===== config.mk =====
export PLATFORM = sky130hd
export DESIGN_NAME = pixel_sink_flat
export DESIGN_NICKNAME = d
export VERILOG_FILES = /design/src/rtl/pixel_sink_pkg.sv /design/src/rtl/pixel_sink_if.sv /design/src/rtl/pixel_fifo.sv /design/src/rtl/pixel_sink.sv /design/src/flat_wrapper.sv
export SDC_FILE = /design/constraint.sdc
export NUM_CORES = 1
export LEC_CHECK = 0
export CAP_MARGIN = 20
export CORE_AREA = 2 2 106 108
export CTS_BUF_LIST = sky130_fd_sc_hd__clkbuf_4 sky130_fd_sc_hd__clkbuf_8
export CTS_CLUSTER_SIZE = 28
export DETAILED_ROUTE_END_ITERATION = 16
export DIE_AREA = 0 0 108 110
export GPL_ROUTABILITY_DRIVEN = 0
export GPL_TIMING_DRIVEN = 0
export HOLD_SLACK_MARGIN = 0.06
export PLACE_DENSITY = 0.86
export SLEW_MARGIN = 20
export SYNTH_ARGS = -nofsm -noshare
export SYNTH_HDL_FRONTEND = slang
export SYNTH_HIERARCHICAL = 1
export SYNTH_SLANG_ARGS = --single-unit

===== constraint.sdc =====
create_clock -name clock -period 3 [get_ports clock]
set_clock_uncertainty 0.15 [all_clocks]
set_input_delay 0.75 -clock clock [delete_from_list [all_inputs] [get_ports clock]]
set_output_delay 0.75 -clock clock [all_outputs]
set_load 0.005 [all_outputs]

===== src/rtl/pixel_sink_pkg.sv =====
// Shared constants, state encoding and address helper for the pixel sink.
package pixel_sink_pkg;

    localparam int unsigned H_RES     = 320;
    localparam int unsigned V_RES     = 240;
    localparam int unsigned FB_WORDS  = 76800;
    localparam int unsigned FB_ADDR_W = 17;

    typedef enum logic [1:0] {
        StRun   = 2'd0,
        StDrain = 2'd1,
        StClear = 2'd2
    } state_e;

    // y*320 + x without a multiplier.
    function automatic logic [FB_ADDR_W-1:0] pix_addr(input logic [8:0] x, input logic [7:0] y);
        logic [FB_ADDR_W-1:0] yw;
        logic [FB_ADDR_W-1:0] xw;
        yw = FB_ADDR_W'(y);
        xw = FB_ADDR_W'(x);
        return (yw << 8) + (yw << 6) + xw;
    endfunction

endpackage


===== src/rtl/pixel_sink_if.sv =====
// Pixel request, clear control and framebuffer write port of the pixel sink.
interface pixel_sink_if
    import pixel_sink_pkg::*;
#(
    parameter int unsigned COLOUR_W = 3
) ();

    logic [8:0]           x_position;
    logic [7:0]           y_position;
    logic [COLOUR_W-1:0]  colour;
    logic                 VGA_enable;
    logic                 ready;
    logic                 clear;
    logic [COLOUR_W-1:0]  clear_colour;
    logic                 busy;
    logic [FB_ADDR_W-1:0] mem_addr;
    logic [COLOUR_W-1:0]  mem_data;
    logic                 mem_we;
    logic                 mem_ready;
    logic [7:0]           drop_count;

    modport slave (
        input  x_position, y_position, colour, VGA_enable, clear, clear_colour, mem_ready,
        output ready, busy, mem_addr, mem_data, mem_we, drop_count
    );

    modport master (
        output x_position, y_position, colour, VGA_enable, clear, clear_colour, mem_ready,
        input  ready, busy, mem_addr, mem_data, mem_we, drop_count
    );

endinterface


===== src/rtl/pixel_fifo.sv =====
// Synchronous FIFO with registered full/empty/one flags and a combinational head read.
module pixel_fifo #(
    parameter int unsigned Width = 20,
    parameter int unsigned Depth = 4
) (
    input  logic             clock,
    input  logic             resetn,
    input  logic             push,
    input  logic [Width-1:0] wdata,
    input  logic             pop,
    output logic [Width-1:0] rdata,
    output logic             full,
    output logic             empty,
    output logic             one
);

    localparam int unsigned PtrW = $clog2(Depth);

    logic [Width-1:0] mem_q [Depth];
    logic [PtrW-1:0]  wr_ptr_q, wr_ptr_d;
    logic [PtrW-1:0]  rd_ptr_q, rd_ptr_d;
    logic [PtrW:0]    count_q, count_d;
    logic             full_q, full_d;
    logic             empty_q, empty_d;
    logic             one_q, one_d;
    logic             do_push, do_pop;

    always_comb begin
        do_push  = push && !full_q;
        do_pop   = pop && !empty_q;
        wr_ptr_d = wr_ptr_q;
        rd_ptr_d = rd_ptr_q;
        count_d  = count_q;
        if (do_push) begin
            wr_ptr_d = wr_ptr_q + PtrW'(1);
        end
        if (do_pop) begin
            rd_ptr_d = rd_ptr_q + PtrW'(1);
        end
        if (do_push && !do_pop) begin
            count_d = count_q + (PtrW + 1)'(1);
        end else if (do_pop && !do_push) begin
            count_d = count_q - (PtrW + 1)'(1);
        end
        full_d  = (count_d == (PtrW + 1)'(Depth));
        empty_d = (count_d == '0);
        one_d   = (count_d == (PtrW + 1)'(1));
    end

    always_ff @(posedge clock or negedge resetn) begin
        if (!resetn) begin
            wr_ptr_q <= '0;
            rd_ptr_q <= '0;
            count_q  <= '0;
            full_q   <= 1'b0;
            empty_q  <= 1'b1;
            one_q    <= 1'b0;
        end else begin
            wr_ptr_q <= wr_ptr_d;
            rd_ptr_q <= rd_ptr_d;
            count_q  <= count_d;
            full_q   <= full_d;
            empty_q  <= empty_d;
            one_q    <= one_d;
        end
    end

    // Storage needs no reset; the head is only used while empty is low.
    always_ff @(posedge clock) begin
        if (do_push) begin
            mem_q[wr_ptr_q] <= wdata;
        end
    end

    assign rdata = mem_q[rd_ptr_q];
    assign full  = full_q;
    assign empty = empty_q;
    assign one   = one_q;

endmodule


===== src/rtl/pixel_sink.sv =====
// Buffers pixel writes into a framebuffer port and performs full-frame clears.
module pixel_sink
    import pixel_sink_pkg::*;
#(
    parameter int unsigned COLOUR_W   = 3,
    parameter int unsigned FIFO_DEPTH = 4,
    parameter int unsigned H_RES      = 320,
    parameter int unsigned V_RES      = 240
) (
    input  logic         clock,
    input  logic         resetn,
    pixel_sink_if.slave  bus
);

    localparam int unsigned EntryW = FB_ADDR_W + COLOUR_W;
    localparam logic [FB_ADDR_W-1:0] SweepLast = FB_ADDR_W'(H_RES * V_RES - 1);

    state_e               state_q, state_d;
    logic                 alive_q;
    logic [FB_ADDR_W-1:0] sweep_q, sweep_d;
    logic [COLOUR_W-1:0]  fill_q, fill_d;
    logic [7:0]           drop_q, drop_d;

    logic                 fifo_full, fifo_empty, fifo_one;
    logic                 ready_w, accept, in_range, push, pop, mem_hs;
    logic [EntryW-1:0]    entry, head;
    logic [FB_ADDR_W-1:0] mem_addr_w;
    logic [COLOUR_W-1:0]  mem_data_w;
    logic                 mem_we_w;

    pixel_fifo #(
        .Width (EntryW),
        .Depth (FIFO_DEPTH)
    ) u_fifo (
        .clock  (clock),
        .resetn (resetn),
        .push   (push),
        .wdata  (entry),
        .pop    (pop),
        .rdata  (head),
        .full   (fifo_full),
        .empty  (fifo_empty),
        .one    (fifo_one)
    );

    // alive_q keeps ready low while reset is held and rises on the first edge after release.
    always_comb begin
        ready_w  = alive_q && (state_q == StRun) && !fifo_full;
        accept   = bus.VGA_enable && ready_w;
        in_range = (32'(bus.x_position) < H_RES) && (32'(bus.y_position) < V_RES);
        push     = accept && in_range;
        entry    = {pix_addr(bus.x_position, bus.y_position), bus.colour};

        if (state_q == StClear) begin
            mem_we_w   = 1'b1;
            mem_addr_w = sweep_q;
            mem_data_w = fill_q;
        end else begin
            mem_we_w   = !fifo_empty;
            mem_addr_w = fifo_empty ? '0 : head[EntryW-1:COLOUR_W];
            mem_data_w = fifo_empty ? '0 : head[COLOUR_W-1:0];
        end
        mem_hs = mem_we_w && bus.mem_ready;
        pop    = mem_hs && (state_q != StClear);
    end

    always_comb begin
        state_d = state_q;
        sweep_d = sweep_q;
        fill_d  = fill_q;
        drop_d  = drop_q;

        if (accept && !in_range && (drop_q != 8'hFF)) begin
            drop_d = drop_q + 8'd1;
        end

        unique case (state_q)
            StRun: begin
                if (bus.clear) begin
                    fill_d  = bus.clear_colour;
                    state_d = StDrain;
                end
            end
            StDrain: begin
                if (fifo_empty || (pop && fifo_one)) begin
                    state_d = StClear;
                end
            end
            StClear: begin
                if (mem_hs) begin
                    if (sweep_q == SweepLast) begin
                        sweep_d = '0;
                        state_d = StRun;
                    end else begin
                        sweep_d = sweep_q + FB_ADDR_W'(1);
                    end
                end
            end
            default: state_d = StRun;
        endcase
    end

    always_ff @(posedge clock or negedge resetn) begin
        if (!resetn) begin
            state_q <= StRun;
            alive_q <= 1'b0;
            sweep_q <= '0;
            fill_q  <= '0;
            drop_q  <= '0;
        end else begin
            state_q <= state_d;
            alive_q <= 1'b1;
            sweep_q <= sweep_d;
            fill_q  <= fill_d;
            drop_q  <= drop_d;
        end
    end

    assign bus.ready      = ready_w;
    assign bus.busy       = !fifo_empty || (state_q != StRun);
    assign bus.mem_we     = mem_we_w;
    assign bus.mem_addr   = mem_addr_w;
    assign bus.mem_data   = mem_data_w;
    assign bus.drop_count = drop_q;

endmodule


===== src/flat_wrapper.sv =====
// flat-port wrapper written by rule: the top's interface ports become plain ports
module pixel_sink_flat import pixel_sink_pkg::*;
#(
    parameter int unsigned COLOUR_W   = 3,
    parameter int unsigned FIFO_DEPTH = 4,
    parameter int unsigned H_RES      = 320,
    parameter int unsigned V_RES      = 240
)
  (clock, resetn, bus_x_position, bus_y_position, bus_colour, bus_VGA_enable, bus_clear, bus_clear_colour, bus_mem_ready, bus_ready, bus_busy, bus_mem_addr, bus_mem_data, bus_mem_we, bus_drop_count);
  pixel_sink_if #(.COLOUR_W(COLOUR_W)) bus_i ();
  input  logic clock;
  input  logic resetn;
  input wire logic [$bits(bus_i.x_position)-1:0] bus_x_position;
  input wire logic [$bits(bus_i.y_position)-1:0] bus_y_position;
  input wire logic [$bits(bus_i.colour)-1:0] bus_colour;
  input wire logic [$bits(bus_i.VGA_enable)-1:0] bus_VGA_enable;
  input wire logic [$bits(bus_i.clear)-1:0] bus_clear;
  input wire logic [$bits(bus_i.clear_colour)-1:0] bus_clear_colour;
  input wire logic [$bits(bus_i.mem_ready)-1:0] bus_mem_ready;
  output wire logic [$bits(bus_i.ready)-1:0] bus_ready;
  output wire logic [$bits(bus_i.busy)-1:0] bus_busy;
  output wire logic [$bits(bus_i.mem_addr)-1:0] bus_mem_addr;
  output wire logic [$bits(bus_i.mem_data)-1:0] bus_mem_data;
  output wire logic [$bits(bus_i.mem_we)-1:0] bus_mem_we;
  output wire logic [$bits(bus_i.drop_count)-1:0] bus_drop_count;
  assign bus_i.x_position = bus_x_position;
  assign bus_i.y_position = bus_y_position;
  assign bus_i.colour = bus_colour;
  assign bus_i.VGA_enable = bus_VGA_enable;
  assign bus_i.clear = bus_clear;
  assign bus_i.clear_colour = bus_clear_colour;
  assign bus_i.mem_ready = bus_mem_ready;
  assign bus_ready = bus_i.ready;
  assign bus_busy = bus_i.busy;
  assign bus_mem_addr = bus_i.mem_addr;
  assign bus_mem_data = bus_i.mem_data;
  assign bus_mem_we = bus_i.mem_we;
  assign bus_drop_count = bus_i.drop_count;
  pixel_sink #(.COLOUR_W(COLOUR_W), .FIFO_DEPTH(FIFO_DEPTH), .H_RES(H_RES), .V_RES(V_RES)) u_core (.clock(clock), .resetn(resetn), .bus(bus_i));
endmodule

# Word-level counts from Yosys, hierarchy flattened
# Memory sizes are Yosys's and may differ from the RTL's.
# Index checks and enable logic that the tools add are counted.
[totals]
reg_bits = 41
latch_bits = 0
ramBits = 80
mem_bits_ro = 0
in_bits = 28
out_inout_bits = 31
wordCells = 75
memories = 1
[memory_table]
columns = ["name", "words", "word_bits", "rd", "rd_ports_with_merged_regs", "write_ports", "line_no", "text"]
rows = [
  ["u_core.u_fifo.mem_q", 4, 20, 1, 0, 1, "pixel_fifo.sv:19", "logic [Width-1:0] mem_q [Depth];"],
]
[op_classes]
add_sub_neg = 8
mul = 0
div_mod_pow = 0
order_cmp = 2
n_eq_ne = 11
shift = 0
mux = 15
n_bitwise = 0
reduce_logical = 27
[ops]
columns = ["op", "count"]
rows = [
  ["17-bit two-way mux", 3],
  ["16-bit by 14-bit adder with 17-bit output", 1],
  ["17-bit by 1-bit adder with 17-bit output, second input constant", 1],
  ["17-bit by 9-bit adder with 17-bit output", 1],
  ["17-bit == test, second input constant", 1],
  ["1-bit logical AND", 14],
  ["3-bit two-way mux", 4],
  ["9-bit < comparator, second input constant", 1],
  ["8-bit by 1-bit adder with 8-bit output, second input constant", 1],
  ["8-bit < comparator, second input constant", 1],
  ["2-bit two-way mux", 4],
  ["8-bit != test, second input constant", 1],
  ["2-bit != test, second input constant", 3],
  ["2-bit one-hot mux with 3 select lines", 1],
  ["1-bit logical NOT", 5],
  ["2-bit by 1-bit adder with 2-bit output, second input constant", 2],
  ["2-bit by 1-bit != test with 1-bit output, second input constant", 2],
  ["2-bit AND reduction", 2],
  ["4-bit AND reduction", 1],
  ["3-bit by 1-bit adder with 3-bit output, second input constant", 1],
  ["3-bit by 1-bit == test with 1-bit output, second input constant", 1],
  ["3-bit == test, second input constant", 1],
  ["3-bit logical NOT", 1],
  ["1-bit two-way mux", 3],
  ["other kinds (6)", 7],
]

# Longest topological paths before layout
# Gate-level depths: netlist of the first run.
[logic_depth]
ltp_word = 11
ltp_mapped = 8
mapped_depth_nobuf = 8

# Hierarchy
# Netlist of the first run, hierarchy kept.
[by_module_without_submodules]
columns = ["mod", "instances", "cells_per_inst", "area_per_inst_um2", "seq_area_each_um2"]
rows = [
  ["pixel_fifo", 1, 168, 3540.9, 2653.8],
  ["pixel_sink", 1, 268, 2283.4, 775.7],
]

# Least setup slack after synthesis of the first run
# No wires, ideal clock.
[synth_path]
path_kind = "input to register"
start = "input bus_x_position[8]"
end = "memory u_core.u_fifo.mem_q[0][18], data pin"
setup_time_ns = 0.280
arrival_time_ns = 2.566
path_slack_ns = 0.004
path_stages = 8
cell_sequence = "inv_1 fa_1 inv_1 fa_1 a21o_1 o2bb2ai_1 o41ai_1 xnor2_1"
[synth_between]
elab_chain_cells = 1
[synth_lines]
columns = ["element", "line_no", "text"]
rows = [
  ["start: declaration", "flat_wrapper.sv:13", "input wire logic [$bits(bus_i.x_position)-1:0] bus_x_position;"],
  ["17-bit by 9-bit adder with 17-bit output", "pixel_sink_pkg.sv:21", "return (yw << 8) + (yw << 6) + xw;"],
  ["net u_core.entry[18]", "pixel_sink.sv:26", "logic [EntryW-1:0] entry, head;"],
  ["end: declaration", "pixel_fifo.sv:19", ""],
]
# The timed path passes the listed nets, and every way through them passes these cells.

# Worst setup path in the final report of the first run
[layout_path]
start = "input bus_x_position[8]"
end = "memory u_core.u_fifo.mem_q[0][15], data pin"
# The elaborated chain is that of the path after synthesis.

==> summary.txt, run 1 <==
Status
  • Status: finished, final reports clean

Power and ir drop
  • Clock network power share: 23.5%
  • Seq pwr share: 37.7%
  • Int Pwr: 3.871 mW
  • Maximum VDD drop: 0.4887 mV
  • Sw Pwr: 1.941 mW
  • PD cells: 806.5 nW/µm²
  • Lkg Pwr: 2.861 nW
  • Comb power frac: 38.8%
  • Switching share of power: 33.40%

Timing
  • Min cycle time layout: 2992 ps
  • Rel. slew slack: 56.18%
  • Peak Freq: 334.3 MHz
  • Worst-Margin Slew: 651.3 ps
  • RSZ-0062 raised after global routing: true
  • Final period util: 99.72%
  • Max-slew violation total from the final report: 0
  • Min Hold Slack: 350.2 ps
  • Final Setup Violations: 0
  • Final hold viol count: 0

Placed design
  • Port Buf Inserts: 58
  • DP Wirelength: 8589 µm

Routing
  • Remaining antenna violation count after routing: 0
  • Vias per inst: 5.751
  • DR pass1 iterations: 5
  • Vias: 3922
  • Post-Route WL: 12860 µm
  • First DRT Iteration DRCs: 301
  • Drt drc: 0
  • Routed length per instance: 18.85 µm

Cells and area
  • Commonest non-fill, non-tap cells in the layout: edfxtp_1 (80), nand2_1 (63), dfrtp_1 (37), clkdlybuf4s50_1 (35), ha_1 (23)
  • Area delta synth->final: 23.72%
  • Final Util: 67.36%
  • Commonest non-fill, non-tap cell in the layout: edfxtp_1
  • Final Net Count: 582
  • # diodes: 0
  • Share of cells above drive strength 1: 20.48%
  • Fill count: 734

Worst setup path
  • Worst EP arrival: 3030 ps
  • CP Class: primary input to flip-flop
  • Crit path cell chain: clkdlybuf4s50_1, inv_1, fa_1, inv_2, ha_1, a21o_1, a21oi_4, o21ai_0, xnor2_1, buf_4
  • Slowest CP cell: fa_1
  • Crit-path max cell delay: 480 ps
  • Startpoint Class: primary input
  • CP Capture Type: flip-flop
  • CP top delay family: adder cells
  • RR Startpoint: u_core/state_q[0]
  • Beginning of the critical path: bus_x_position[8]
  • WP buf/inv: 4
  • Worst Path Required: 3040 ps
  • Worst Path Max Fanout: 4

Die
  • Die ar.: 11880 µm²
  • Ports: 59
  • Row count: 38
  • Chip width: 108 µm
  • Initial Utilization: 54.44%
  • Core Footprint: 10700 µm²
  • Die Span Y: 110 µm

Worst hold path
  • Hold_sp: u_core/sweep_q[16]
  • Worst Hold Class: flip-flop to flip-flop

Global route
  • Tot GR Track Use: 22.52%
  • Number of global-route vias before repair: 3967
  • Pin count of the biggest net entering global routing: 30
  • GR Overflow Total: 0
  • First-pass GRT wire length: 19890 µm
  • Antenna violations before repair: 0

Yosys
  • Post-synth EDFFs: 80
  • Synthesized area: 5824 µm²
  • YS warnings: 6
  • #FFs+latches synth: 121
  • Register area share after synthesis: 58.88%
  • Fraction of registers with async set or reset after synthesis: 33.88%
  • Top_reg_cell synth: edfxtp_1
  • Synth Instances: 436
  • Synth cell types: 59
  • Syn Nets: 489
  • Post-Syn Area per Cell: 13.36 µm²

Clock tree
  • Clk_lat worst skew: 430 ps
  • TritonCTS Buffers: 17
  • Worst-case clock buffer depth: 2
  • Root buf cell: clkbuf_8
  • Htree depth: 4
  • CTS tree: built
  • Clock sink total: 121
  • Clk slew on worst S/H paths: 70 ps

Job
  • Max-Cap Viols: 0
cell usage after synthesis, types with 2 or more instances:
cell      count  area share [%]
nand2_1      63             4.1
mux4_2       20             7.7
and2_2        2            0.26
clkbuf_1      9            0.58
nand4_1       6            0.64
a21o_1        3            0.39
fa_1          2            0.69
a31oi_1       2            0.21
xor2_1        9             1.4
or2b_1        2            0.26
nand3b_1     22             2.8
nor3_1       11            0.95
nor4_1        7            0.75
dfrtp_1      40              17
nand2b_1      3            0.32
mux2i_1       2            0.34
buf_4         3            0.39
ha_1         23             4.9
o21ai_0       9            0.77
nor2b_4       2            0.47
and3_1        3            0.32
a21oi_1       7            0.60
o41ai_1       2            0.30
edfxtp_1     80              41
mux2_2        5            0.97
nor4b_1       2            0.30
and2_1        4            0.43
xnor2_1      19             2.9
nor2_1       19             1.2
inv_1        15            0.97
nand3_1      12             1.0
path summary, 6_finish.rpt:
path                                              endpoint  slack (ps)  depth (start not counted)
worst min-delay path                    u_core/sweep_q[16]         350                          1
worst max register to register  u_core/u_fifo/mem_q[1][10]         440                          5
max in group asynchronous              u_core/u_fifo/empty        1580                          3
worst max-delay path            u_core/u_fifo/mem_q[0][15]           8                         10
min in group asynchronous                u_core/sweep_q[8]         600                          2
worst min register to register          u_core/sweep_q[16]         350                          1
flip-flops by register name (all words and copies together) (netlist names):
register and count:
u_core/bus.drop_count 8, u_core/alive_q 1, u_core/u_fifo/empty 1, u_core/sweep_q 17
u_core/u_fifo/mem_q 80, u_core/u_fifo/full 1, u_core/u_fifo/wr_ptr_q 2, u_core/fill_q 3
u_core/state_q 2, u_core/u_fifo/one 1, u_core/u_fifo/rd_ptr_q 2, u_core/u_fifo/count_q 3
power by group through the flow:
stage / registers (mW) / logic [mW] / clock network (mW)
2_1_floorplan: 2.17 / 1.24 / 0
3_3_place_gp: 2.20 / 1.99 / 0
3_5_place_dp: 2.22 / 2.07 / 0
4_1_cts: 2.19 / 2.04 / 1.39
5_1_grt: 2.21 / 2.45 / 1.47
6_report: 2.19 / 2.26 / 1.37
stage by stage:
stage	cell area (µm²)	total power [mW]	instances	setup TNS (ps)	setup slack (ps)
after global routing	7206	6.131	682	-235.9	-68.57
final	7206	5.812	682	0	8.483
after floorplan	5824	3.411	436	0	4.271
after detailed placement	6595	4.287	635	-74890	-966.5
after global placement	6580	4.193	634	-73590	-945.6
after CTS	7044	5.616	672	-215.5	-109.7
layout make-up:
| cell class | count | area [µm²] | area share, % |
|---|---|---|---|
| multi-input cells | 285 | 2326 | 32.28 |
| inverters | 16 | 60.06 | 0.8335 |
| clock buffers | 17 | 234.0 | 3.247 |
| well taps | 140 | 175.2 | 2.431 |
| plain buffers | 14 | 106.4 | 1.476 |
| flip-flops and latches | 121 | 3433 | 47.65 |
| repair buffers | 74 | 728.2 | 10.11 |
| clock inverters | 15 | 142.6 | 1.980 |
cells by family after synthesis:
family	count (synthesis)	share of synthesized area, %
AND/OR/NAND/NOR	168	15.36
other	1	0.06439
multiplexers	27	9.044
flip-flops	121	58.88
buffers and inverters	30	2.277
XOR/XNOR	29	4.683
adder cells (fa/ha/maj)	25	5.628
AO/OA/AOI/OAI	35	4.061
metal layers:
metal  GRT usage [%]  share of wire (%)  up-vias
met4           7.967                2.2        0
met2           39.71                 52      167
met5               0                  0        -
met1           27.43                 39     1931
met3           5.115                6.6       26
li1                -                  -     1798
repair_timing:
action,in CTS,in global routing
endpoints found under the hold margin,12,0
endpoints found under the setup margin,113,105
setup buffers,4,9
gates cloned,0,1
resized for setup,39,33
hold buffers,1,0
pin swaps,7,9
No activity file was read; power rests on OpenSTA's default activity.
==> run 2, diff against run 1 <==
--- a/config.mk
+++ b/config.mk
@@ -5,16 +5,17 @@
 export SDC_FILE = /design/constraint.sdc
 export NUM_CORES = 1
 export LEC_CHECK = 0
+export ABC_AREA = 1
 export CAP_MARGIN = 20
-export CORE_AREA = 2 2 106 108
+export CORE_AREA = 2 2 114 116
 export CTS_BUF_LIST = sky130_fd_sc_hd__clkbuf_4 sky130_fd_sc_hd__clkbuf_8
 export CTS_CLUSTER_SIZE = 28
 export DETAILED_ROUTE_END_ITERATION = 16
-export DIE_AREA = 0 0 108 110
+export DIE_AREA = 0 0 116 118
 export GPL_ROUTABILITY_DRIVEN = 0
 export GPL_TIMING_DRIVEN = 0
 export HOLD_SLACK_MARGIN = 0.06
-export PLACE_DENSITY = 0.86
+export PLACE_DENSITY = 0.79
 export SLEW_MARGIN = 20
 export SYNTH_ARGS = -nofsm -noshare
 export SYNTH_HDL_FRONTEND = slang
==> run 2 against run 1 <==
Cell area is 3.5% higher. Register-to-register slack got worse by 140 ps. Routed wire length is 10% higher. Clock-buffer cell count increased by 1. Sequential cell count is the same. Critical path type is now flip-flop to primary output. Power up 10%. Synthesized cell count up 44%. Largest cell class unchanged. Clock power decreased by 4%. Sequential share of layout area decreased by 1.7 points.
==> summary.txt, run 2 <==
Cells and area
  • Area delta synth->final: 23.00%
  • Commonest non-fill, non-tap cells in the layout: nand2_1 (109), edfxtp_1 (80), nor2_1 (74), inv_1 (59), o21ai_0 (51)
  • # diodes: 0 (unchanged)
  • Final instance area: 7461 µm² (+3.5%)
  • Biggest register: u_core/u_fifo/mem_q
  • Final Net Count: 763 (+31%)
  • Share of cells above drive strength 1: 14.80% (-5.7 points)
  • Final Util: 60.10% (-7.3 points)
  • Final cell count without fillers: 895 (+31%)
  • Fill count: 986 (+34%)
  • Commonest non-fill, non-tap cell in the layout: nand2_1
  • Max reg flops: 80 (unchanged)

Global route
  • Tot GR Track Use: 21.87% (-0.65 points)
  • Number of global-route vias before repair: 4867 (+23%)
  • Antenna violations before repair: 0 (unchanged)
  • First-pass GRT wire length: 23150 µm (+16%)
  • Pin count of the biggest net entering global routing: 32 (+6.7%)
  • GR Overflow Total: 0 (unchanged)

Worst hold path
  • Hold_sp: u_core/fill_q[2]
  • Worst Hold Class: flip-flop to flip-flop

Clock tree
  • CTS tree: built
  • Clock sink total: 121 (unchanged)
  • Worst-case clock buffer depth: 2 (unchanged)
  • Root buf cell: clkbuf_8
  • Htree depth: 4 (unchanged)
  • TritonCTS Buffers: 17 (unchanged)
  • Clk_lat worst skew: 440 ps (about the same)
  • Clk slew on worst S/H paths: 80 ps (about the same)

Timing
  • Final Setup Violations: 0 (unchanged)
  • Min Hold Slack: 377.6 ps (+27.41 ps)
  • Rel. slew slack: 52.63% (-3.5 points)
  • Worst-Margin Slew: 708.9 ps (+57.53 ps)
  • Final period util: 97.56% (-2.2 points)
  • Min cycle time layout: 2927 ps (-64.79 ps)
  • TNS Setup: 0 ps (unchanged)
  • RSZ-0062 raised after global routing: false
  • Max-slew violation total from the final report: 0 (unchanged)
  • Final hold viol count: 0 (unchanged)
  • Peak Freq: 341.7 MHz (+2.2%)

Power and ir drop
  • Lkg Pwr: 3.136 nW (+9.6%)
  • PD cells: 858.5 nW/µm² (+6.4%)
  • Maximum VDD drop: 0.3868 mV (-21%)

Worst setup path
  • Crit-path max cell delay: 450 ps (-30 ps)
  • CP Capture Type: primary output
  • Beginning of the critical path: u_core/u_fifo/rd_ptr_q[0]
  • Worst Path Required: 2100 ps (-940 ps)
  • CP Class: flip-flop to primary output
  • Slowest CP cell: dfrtp_2
  • Crit path cell chain: clkbuf_8, buf_4, o21ai_1, o22ai_1, nand3_1, o21ai_0, dlygate4sd2_1
  • Worst Path Max Fanout: 9 (+5)
  • Startpoint Class: flip-flop
  • RR Startpoint: u_core/state_q[1]
  • Worst EP arrival: 2030 ps (-1000 ps)

Yosys
  • Top_reg_cell synth: edfxtp_1
  • YS warnings: 6 (unchanged)
  • Synth Instances: 626 (+44%)
  • Register area share after synthesis: 56.54% (-2.3 points)
  • Area leader, netlist: edfxtp_1
  • Post-synth EDFFs: 80 (unchanged)
  • Post-Syn Area per Cell: 9.690 µm² (-27%)
  • #FFs+latches synth: 121 (unchanged)
  • Top-count cell post-synth: nand2_1
  • Synth top cells by count: nand2_1 (109), edfxtp_1 (80), nor2_1 (79)
  • Area contributors post-synth: edfxtp_1 (40%), dfrtp_1 (17%), nand2_1 (6.7%)
  • Synth cell types: 35 (-41%)
  • Fraction of registers with async set or reset after synthesis: 33.88% (unchanged)
  • Top cell type's share of synthesized area: 39.60% (-1.6 points)
  • Syn Nets: 679 (+39%)
  • Synthesized area: 6066 µm² (+4.1%)

Placed design
  • Placed instance count: 859 (+35%)
  • Port Buf Inserts: 58 (unchanged)
  • DP Wirelength: 10090 µm (+17%)
  • Placed cell area: 6923 µm² (+5.0%)

Die
  • Chip width: 116 µm (+7.4%)
  • Die ar.: 13690 µm² (+15%)
  • Die Span Y: 118 µm (+7.3%)
  • Initial Utilization: 48.86% (-5.6 points)
  • Ports: 59 (unchanged)
  • Row count: 41 (+7.9%)
  • Core Footprint: 12410 µm² (+16%)

Status
  • Status: finished, final reports clean

Routing
  • Remaining antenna violation count after routing: 0 (unchanged)
  • Drt drc: 0 (unchanged)
  • Vias per inst: 5.454 (-5.2%)
  • First DRT Iteration DRCs: 460 (+53%)
  • DR pass1 iterations: 5 (unchanged)
  • Post-Route WL: 14180 µm (+10%)
  • Routed length per instance: 15.85 µm (-16%)
  • Vias: 4881 (+24%)

Job
  • Max-Cap Viols: 0 (unchanged)
run 2: what timing repair did:
item                                    CTS  global route
pin swaps                                11             3
resized for setup                        66            13
hold endpoints to repair                 10             0
buffers inserted                          3             0
endpoints found under the setup margin   25            24
cloned                                    0             0
hold buffers                              1             0
run 2: area by class of cell:
class | instances | area [µm²] | area share, %
plain buffers | 20 | 200.2 | 2.683
well taps | 172 | 215.2 | 2.884
repair buffers | 65 | 636.9 | 8.536
multi-input cells | 421 | 2377 | 31.86
flip-flops and latches | 121 | 3431 | 45.98
clock inverters | 14 | 116.4 | 1.560
clock buffers | 18 | 241.5 | 3.237
inverters | 64 | 242.7 | 3.253
run 2: report_power, final:
part	leakage (nW)	total, mW	internal [mW]	switching (mW)
registers	1.23	2.21	2.03	0.179
logic	1.74	2.88	1.21	1.67
clock network	0.166	1.32	0.599	0.717
run 2: cell families (layout without fill, tap and decap cells):
logic type / count (synthesis) / after routing / synth area share (%)
adder cells (fa/ha/maj): 25 / 25 / 5.404
XOR/XNOR: 26 / 26 / 3.754
AND/OR/NAND/NOR: 271 / 271 / 19.70
other: 1 / 1 / 0.06182
flip-flops: 121 / 121 / 56.54
AO/OA/AOI/OAI: 95 / 95 / 8.560
multiplexers: 3 / 3 / 0.5569
buffers and inverters: 84 / 181 / 5.425
run 2: final timing paths:
| kind | to | slack, ps | cells past startpoint |
|---|---|---|---|
| max in group asynchronous | u_core/u_fifo/empty | 1590 | 3 |
| min in group asynchronous | u_core/sweep_q[2] | 580 | 2 |
| worst max register to register | u_core/u_fifo/mem_q[1][11] | 300 | 8 |
| worst max-delay path | bus_mem_addr[8] | 70 | 7 |
| worst min-delay path | u_core/fill_q[2] | 380 | 1 |
| worst min register to register | u_core/fill_q[2] | 380 | 1 |
run 2: through the flow:
step | power, mW | setup slack [ps]
floorplan | 3.741 | 155.2
CTS | 6.366 | -127.4
global placement | 4.850 | -1052
global route | 6.786 | 1.079
finish | 6.405 | 73.27
detailed placement | 4.985 | -528.7
run 2: per-layer routing:
layer / vias to the layer above / routed length (µm) / global-route usage (%)
met5: - / 0 / 0
met3: 30 / 1084 / 5.922
met1: 2353 / 5541 / 26.16
met4: 0 / 337 / 9.301
met2: 218 / 7218 / 36.84
li1: 2280 / - / -
run 2: critical path, delay by kind of cell (launching register included):
family | cells | cell delay (ps)
and+or+nand+nor | 1 | 120
buffers and inverters | 3 | 610
AOI/OAI and AO/OA | 3 | 400
DFF | 1 | 450
==> RTL edit 1, RTL diff (settings of run 1) <==
`FB_ADDR_W`: 17 -> 25.
--- a/src/rtl/pixel_sink_pkg.sv
+++ b/src/rtl/pixel_sink_pkg.sv
@@ -5,5 +5,5 @@
     localparam int unsigned V_RES     = 240;
     localparam int unsigned FB_WORDS  = 76800;
-    localparam int unsigned FB_ADDR_W = 17;
+    localparam int unsigned FB_ADDR_W = 25;
 
     typedef enum logic [1:0] {
Interface: changed (resized bus_mem_addr); port bits go from 59 to 67. The function was not compared with the original's and may differ.
==> RTL edit 1 against run 1 <==
The flow now finishes with violations (setup timing). Routed wire length up 34%. Final area up 26%. Register-to-register slack better by 0.04 ns. Global-route usage up 8.6 points. Area after synthesis up 29%. Cell count up 21%. Sequential share of layout area up 2.8 points. Power up 18%. Combinational power up 16%. Worst setup slack worse by 0.013 ns. Sequential cell count up 40. Highest routed layer unchanged.
==> RTL edit 1: results <==
[routing]
drt_iter0_drc = 496
routedWlPerCell_um = 21.0
dr_total_vias = 5055

[grt]
grt_pass1_vias = 5026
grt_max_degree = 33
grt_use_total_pct = 31.1
grt_pass1_wl_um = 26600

[critical_path]
worst-path-max-fanout = 5
cp.arrival_ns = 2.10

[place]
port_buffers = 65
placed_area_sq_um = 8560
hpwl_um = 11200

[synthesis]
synth.area.top_cells = edfxtp_1 45%, dfrtp_1 16%, mux4_2 8.4%
yosysSeqAreaShare_pct = 61.1
synth-main-ff-cell = edfxtp_1
synth-async-reset-ratio_pct = 30.4
synth-compound-area-share_pct = 5.28
synth_fa_ha_area_share_pct = 4.36
synthMuxAreaShare_pct = 9.12
synth-edff-count = 112
synthXorXnorAreaFrac_pct = 4.45
ys_types = 63

[finish]
largest_reg_flops = 112
final_nets = 723
n_fill_cell = 512

[run_status]
status = finished, violations left
violations = setup timing

[timing]
max_slew_margin_pct = 64.4
finalWorstSetupSlack_ns = -0.00455
setup_viol = 1

[clock_tree]
clockRootBuffer = clkbuf_8
path_clk_slew_ns = 0.09
clk_latency_ns = 0.46

[power_and_ir_drop]
leakage_nw = 3.51
vdd_ir_drop_max_mv = 0.486

[worst_hold_path]
worstHoldPathType = input port to async pin
-- RTL edit 1: cell types whose count changed after synthesis, moves of 5 or more --
cell / run 1 / this run
mux4_2: 20 / 28
nand3b_1: 22 / 1
nand2_1: 63 / 50
nor3_1: 11 / 6
xnor2_1: 19 / 28
o21ai_0: 9 / 34
dfrtp_1: 40 / 48
nand2b_1: 3 / 30
edfxtp_1: 80 / 112
-- RTL edit 1: worst paths after layout --
check / startpoint / to / slack, ns / cells past startpoint
max: u_core/u_fifo/rd_ptr_q[0] / bus_mem_addr[11] / -0.005 / 6
min: resetn / u_core/bus.drop_count[7] / 0.08 / 1
max reg2reg: u_core/state_q[1] / u_core/u_fifo/count_q[1] / 0.48 / 9
min reg2reg: u_core/bus.drop_count[7] / u_core/bus.drop_count[7] / 0.35 / 1
max in group asynchronous: resetn / u_core/sweep_q[15] / 2.07 / 2
min in group clock: u_core/bus.drop_count[7] / u_core/bus.drop_count[7] / 0.35 / 1
-- RTL edit 1: repair_timing --
item,CTS,global route
gates cloned,1,1
endpoints found under the hold margin,0,0
resized for setup,118,38
buffers inserted,11,1
pin swaps,7,0
setup endpoints to repair,49,34
-- RTL edit 1: final cells by class --
cell class	count	area, sq um	area share, %
clock buffer	19	249	2.74
tap	140	175	1.92
inverter	14	52.6	0.577
buffer	20	178	1.95
sequential	161	4590	50.4
multi-input combinational	372	2970	32.6
timing repair buffer	84	779	8.56
clock inverter	13	111	1.22
-- RTL edit 1: routing by layer --
metal  vias to the layer above  share of wire [%]  global-route usage [%]
met5                         -                  0                       0
li1                       2228                  -                       -
met2                       281                 51                    51.2
met3                        38                8.1                    8.64
met1                      2508                 38                    40.0
met4                         0                2.4                    12.3
-- RTL edit 1: critical path, cell delays in order (launching register included) --
cell and delay, ns:
dfrtp_2 0.44, buf_6 0.16, buf_12 0.13, mux4_2 0.53, nand2b_1 0.14, o21ai_1 0.10
clkbuf_2 0.15
-- RTL edit 1: kinds of logic after synthesis --
logic type	Yosys count
AO/OA/AOI/OAI	66
XOR/XNOR	36
adder cells (fa/ha/maj)	25
buffers and inverters	34
flip-flops	161
multiplexers	33
other	2
AND/OR/NAND/NOR	179
-- RTL edit 1: metrics by stage --
step / std cells / total power, mW / hold slack (ns) / setup TNS, ns / setup slack, ns
after floorplan: 567 / 4.09 / 0.304 / 0 / 0.00862
after global placement: 772 / 5.01 / 0.331 / -119.13 / -0.811
after detailed placement: 777 / 5.15 / 0.341 / -15.09 / -0.640
after CTS: 821 / 6.77 / 0.0858 / -0.195 / -0.0397
after global routing: 823 / 7.14 / 0.0943 / -0.364 / -0.0615
final: 823 / 6.83 / 0.0805 / -0.00455 / -0.00455
-- RTL edit 1: power breakdown --
part,internal (mW),switching [mW]
sequential,2.59,0.158
combinational,1.32,1.30
clock,0.669,0.795
==> RTL edit 2, RTL diff (flow settings as in run 1) <==
Made on the original files. Encoding of `state_e`: now one-hot (3 bits for 3 states).
--- a/src/rtl/pixel_sink_pkg.sv
+++ b/src/rtl/pixel_sink_pkg.sv
@@ -7,8 +7,8 @@
     localparam int unsigned FB_ADDR_W = 17;
 
-    typedef enum logic [1:0] {
-        StRun   = 2'd0,
-        StDrain = 2'd1,
-        StClear = 2'd2
+    typedef enum logic [2:0] {
+        StRun   = 3'b001,
+        StDrain = 3'b010,
+        StClear = 3'b100
     } state_e;
 
Check against the original RTL: no difference found for any inputs over 4 cycles, from zero or initial values and one cycle with resetn low; so few cycles prove little.
==> RTL edit 2 against run 1 <==
Final area rose by 3.1%. Sequential cell count rose by 1. Sequential share of layout area fell by 1.1 points. Largest cell class unchanged. Utilization rose by 2.1 points. Area after synthesis rose by 2.8%. Worst setup slack improved by 0.020 ns. First-iteration DRC count rose by 34%. Routed wire length rose by 4.8%. Die area did not move. Cell count rose by 2.3%. Power fell by 3.3%.
==> RTL edit 2: results <==
[place]
placed_area_sq_um = 6760
post-place-ws_ns = -1.07
port_buffers = 58
hpwl_um = 8780
placed_cells = 647

[routing]
drt_iter0_drc = 404
dr_total_vias = 4133
wirelength_um = 13500

[synthesis]
synth-edff-count = 80
yosys-top-cells-count = 80 x edfxtp_1, 40 x dfrtp_1, 40 x nand2_1
syn_inst = 448
synth-async-reset-ratio_pct = 34.4
synth.area.top_cells = edfxtp_1 40%, dfrtp_1 17%, mux4_2 7.5%
synth_fp_nets = 501
yosys_warnings = 6
ys_types = 67
yosysSeqAreaShare_pct = 57.7

[critical_path]
cp_slowest_cell = mux4_2
critPathMaxStageDelay_ns = 0.51
cp.arrival_ns = 2.07
worst-path-max-fanout = 4
crit_family = multiplexers

[run_status]
status = complete, no violations

[clock_tree]
cts_max_level = 4
clk_latency_ns = 0.43
clockBufferDepth = 2
path_clk_slew_ns = 0.08
clockRootBuffer = clkbuf_8
cts_made_buffers = 17

[finish]
final_nets = 598
final_cells = 698
regMostFlops = u_core/u_fifo/mem_q
drive_gt1_share_pct = 25.1
largest_reg_flops = 80
n_fill_cell = 695

[grt]
grt_max_degree = 32
grt_use_total_pct = 24.3
grt_pass1_wl_um = 21500
grt_pass1_vias = 4244
antenna_found_initial = 0

[timing]
max_slew_margin_pct = 62.3

[power_and_ir_drop]
vdd_ir_drop_max_mv = 0.411
leakage_nw = 2.87
## RTL edit 2: cells by family (layout without fill, tap and decap cells)
family / count (synthesis) / in the layout / synth area share [%]
AOI/OAI and AO/OA: 66 / 66 / 6.52
adders and majority gates: 25 / 25 / 5.48
DFF: 122 / 122 / 57.7
and+or+nand+nor: 147 / 147 / 14.6
buffers and inverters: 34 / 144 / 2.72
xor gates and xnor gates: 28 / 28 / 4.41
other: 1 / 1 / 0.0626
muxes: 25 / 25 / 8.53
## RTL edit 2: worst paths after layout
path	cells past startpoint	end	slack [ns]	from
setup / recovery	6	bus_mem_addr[16]	0.03	u_core/u_fifo/rd_ptr_q[0]
hold / removal	1	u_core/sweep_q[14]	0.34	u_core/sweep_q[14]
setup reg to reg	6	u_core/u_fifo/mem_q[1][1]	0.36	u_core/state_q[0]
hold reg to reg	1	u_core/sweep_q[14]	0.34	u_core/sweep_q[14]
max in group asynchronous	3	u_core/u_fifo/empty	1.59	resetn
min in group asynchronous	2	u_core/sweep_q[7]	0.58	resetn
## RTL edit 2: per-stage QoR
step | utilization, % | hold WS, ns | setup TNS (ns)
floorplan | - | 0.304 | 0
global placement | 63.0 | 0.330 | -82.38
detailed placement | 63.2 | 0.326 | -83.33
CTS | 69.1 | 0.341 | -0.569
global route | 69.5 | 0.360 | -0.135
finish | 69.5 | 0.344 | 0
## RTL edit 2: timing repair
| action | 4_1_cts | 5_1_grt |
|---|---|---|
| resized for setup | 84 | 34 |
| pin swaps | 6 | 12 |
| endpoints found under the setup margin | 114 | 31 |
| hold endpoints to repair | 11 | 0 |
| buffers inserted | 14 | 3 |
| hold buffers | 1 | 0 |
| gates cloned | 1 | 0 |
## RTL edit 2: layout make-up
type | instances | share of cell area [%]
Sequential cell | 122 | 46.6
Multi-Input combinational cell | 292 | 33.2
Timing Repair Buffer | 78 | 9.90
Clock buffer | 17 | 3.15
Tap cell | 140 | 2.36
Buffer | 16 | 2.22
Clock inverter | 15 | 1.75
Inverter | 18 | 0.909
## RTL edit 2: layer usage
layer,wire [um],part of all wire (%),vias up,global-route usage [%]
met1,5300,39,2052,29.2
li1,-,-,1866,-
met4,299,2.2,0,9.07
met2,7050,52,185,43.1
met3,817,6.1,30,5.17
met5,0,0,-,0
## RTL edit 2: report_power, final
group	total (mW)	internal, mW	leakage [nW]	switching [mW]
Sequential	2.16	2.01	1.22	0.153
Combinational	2.12	1.13	1.47	0.988
Clock	1.33	0.599	0.177	0.734
Total	5.62	3.74	2.87	1.87
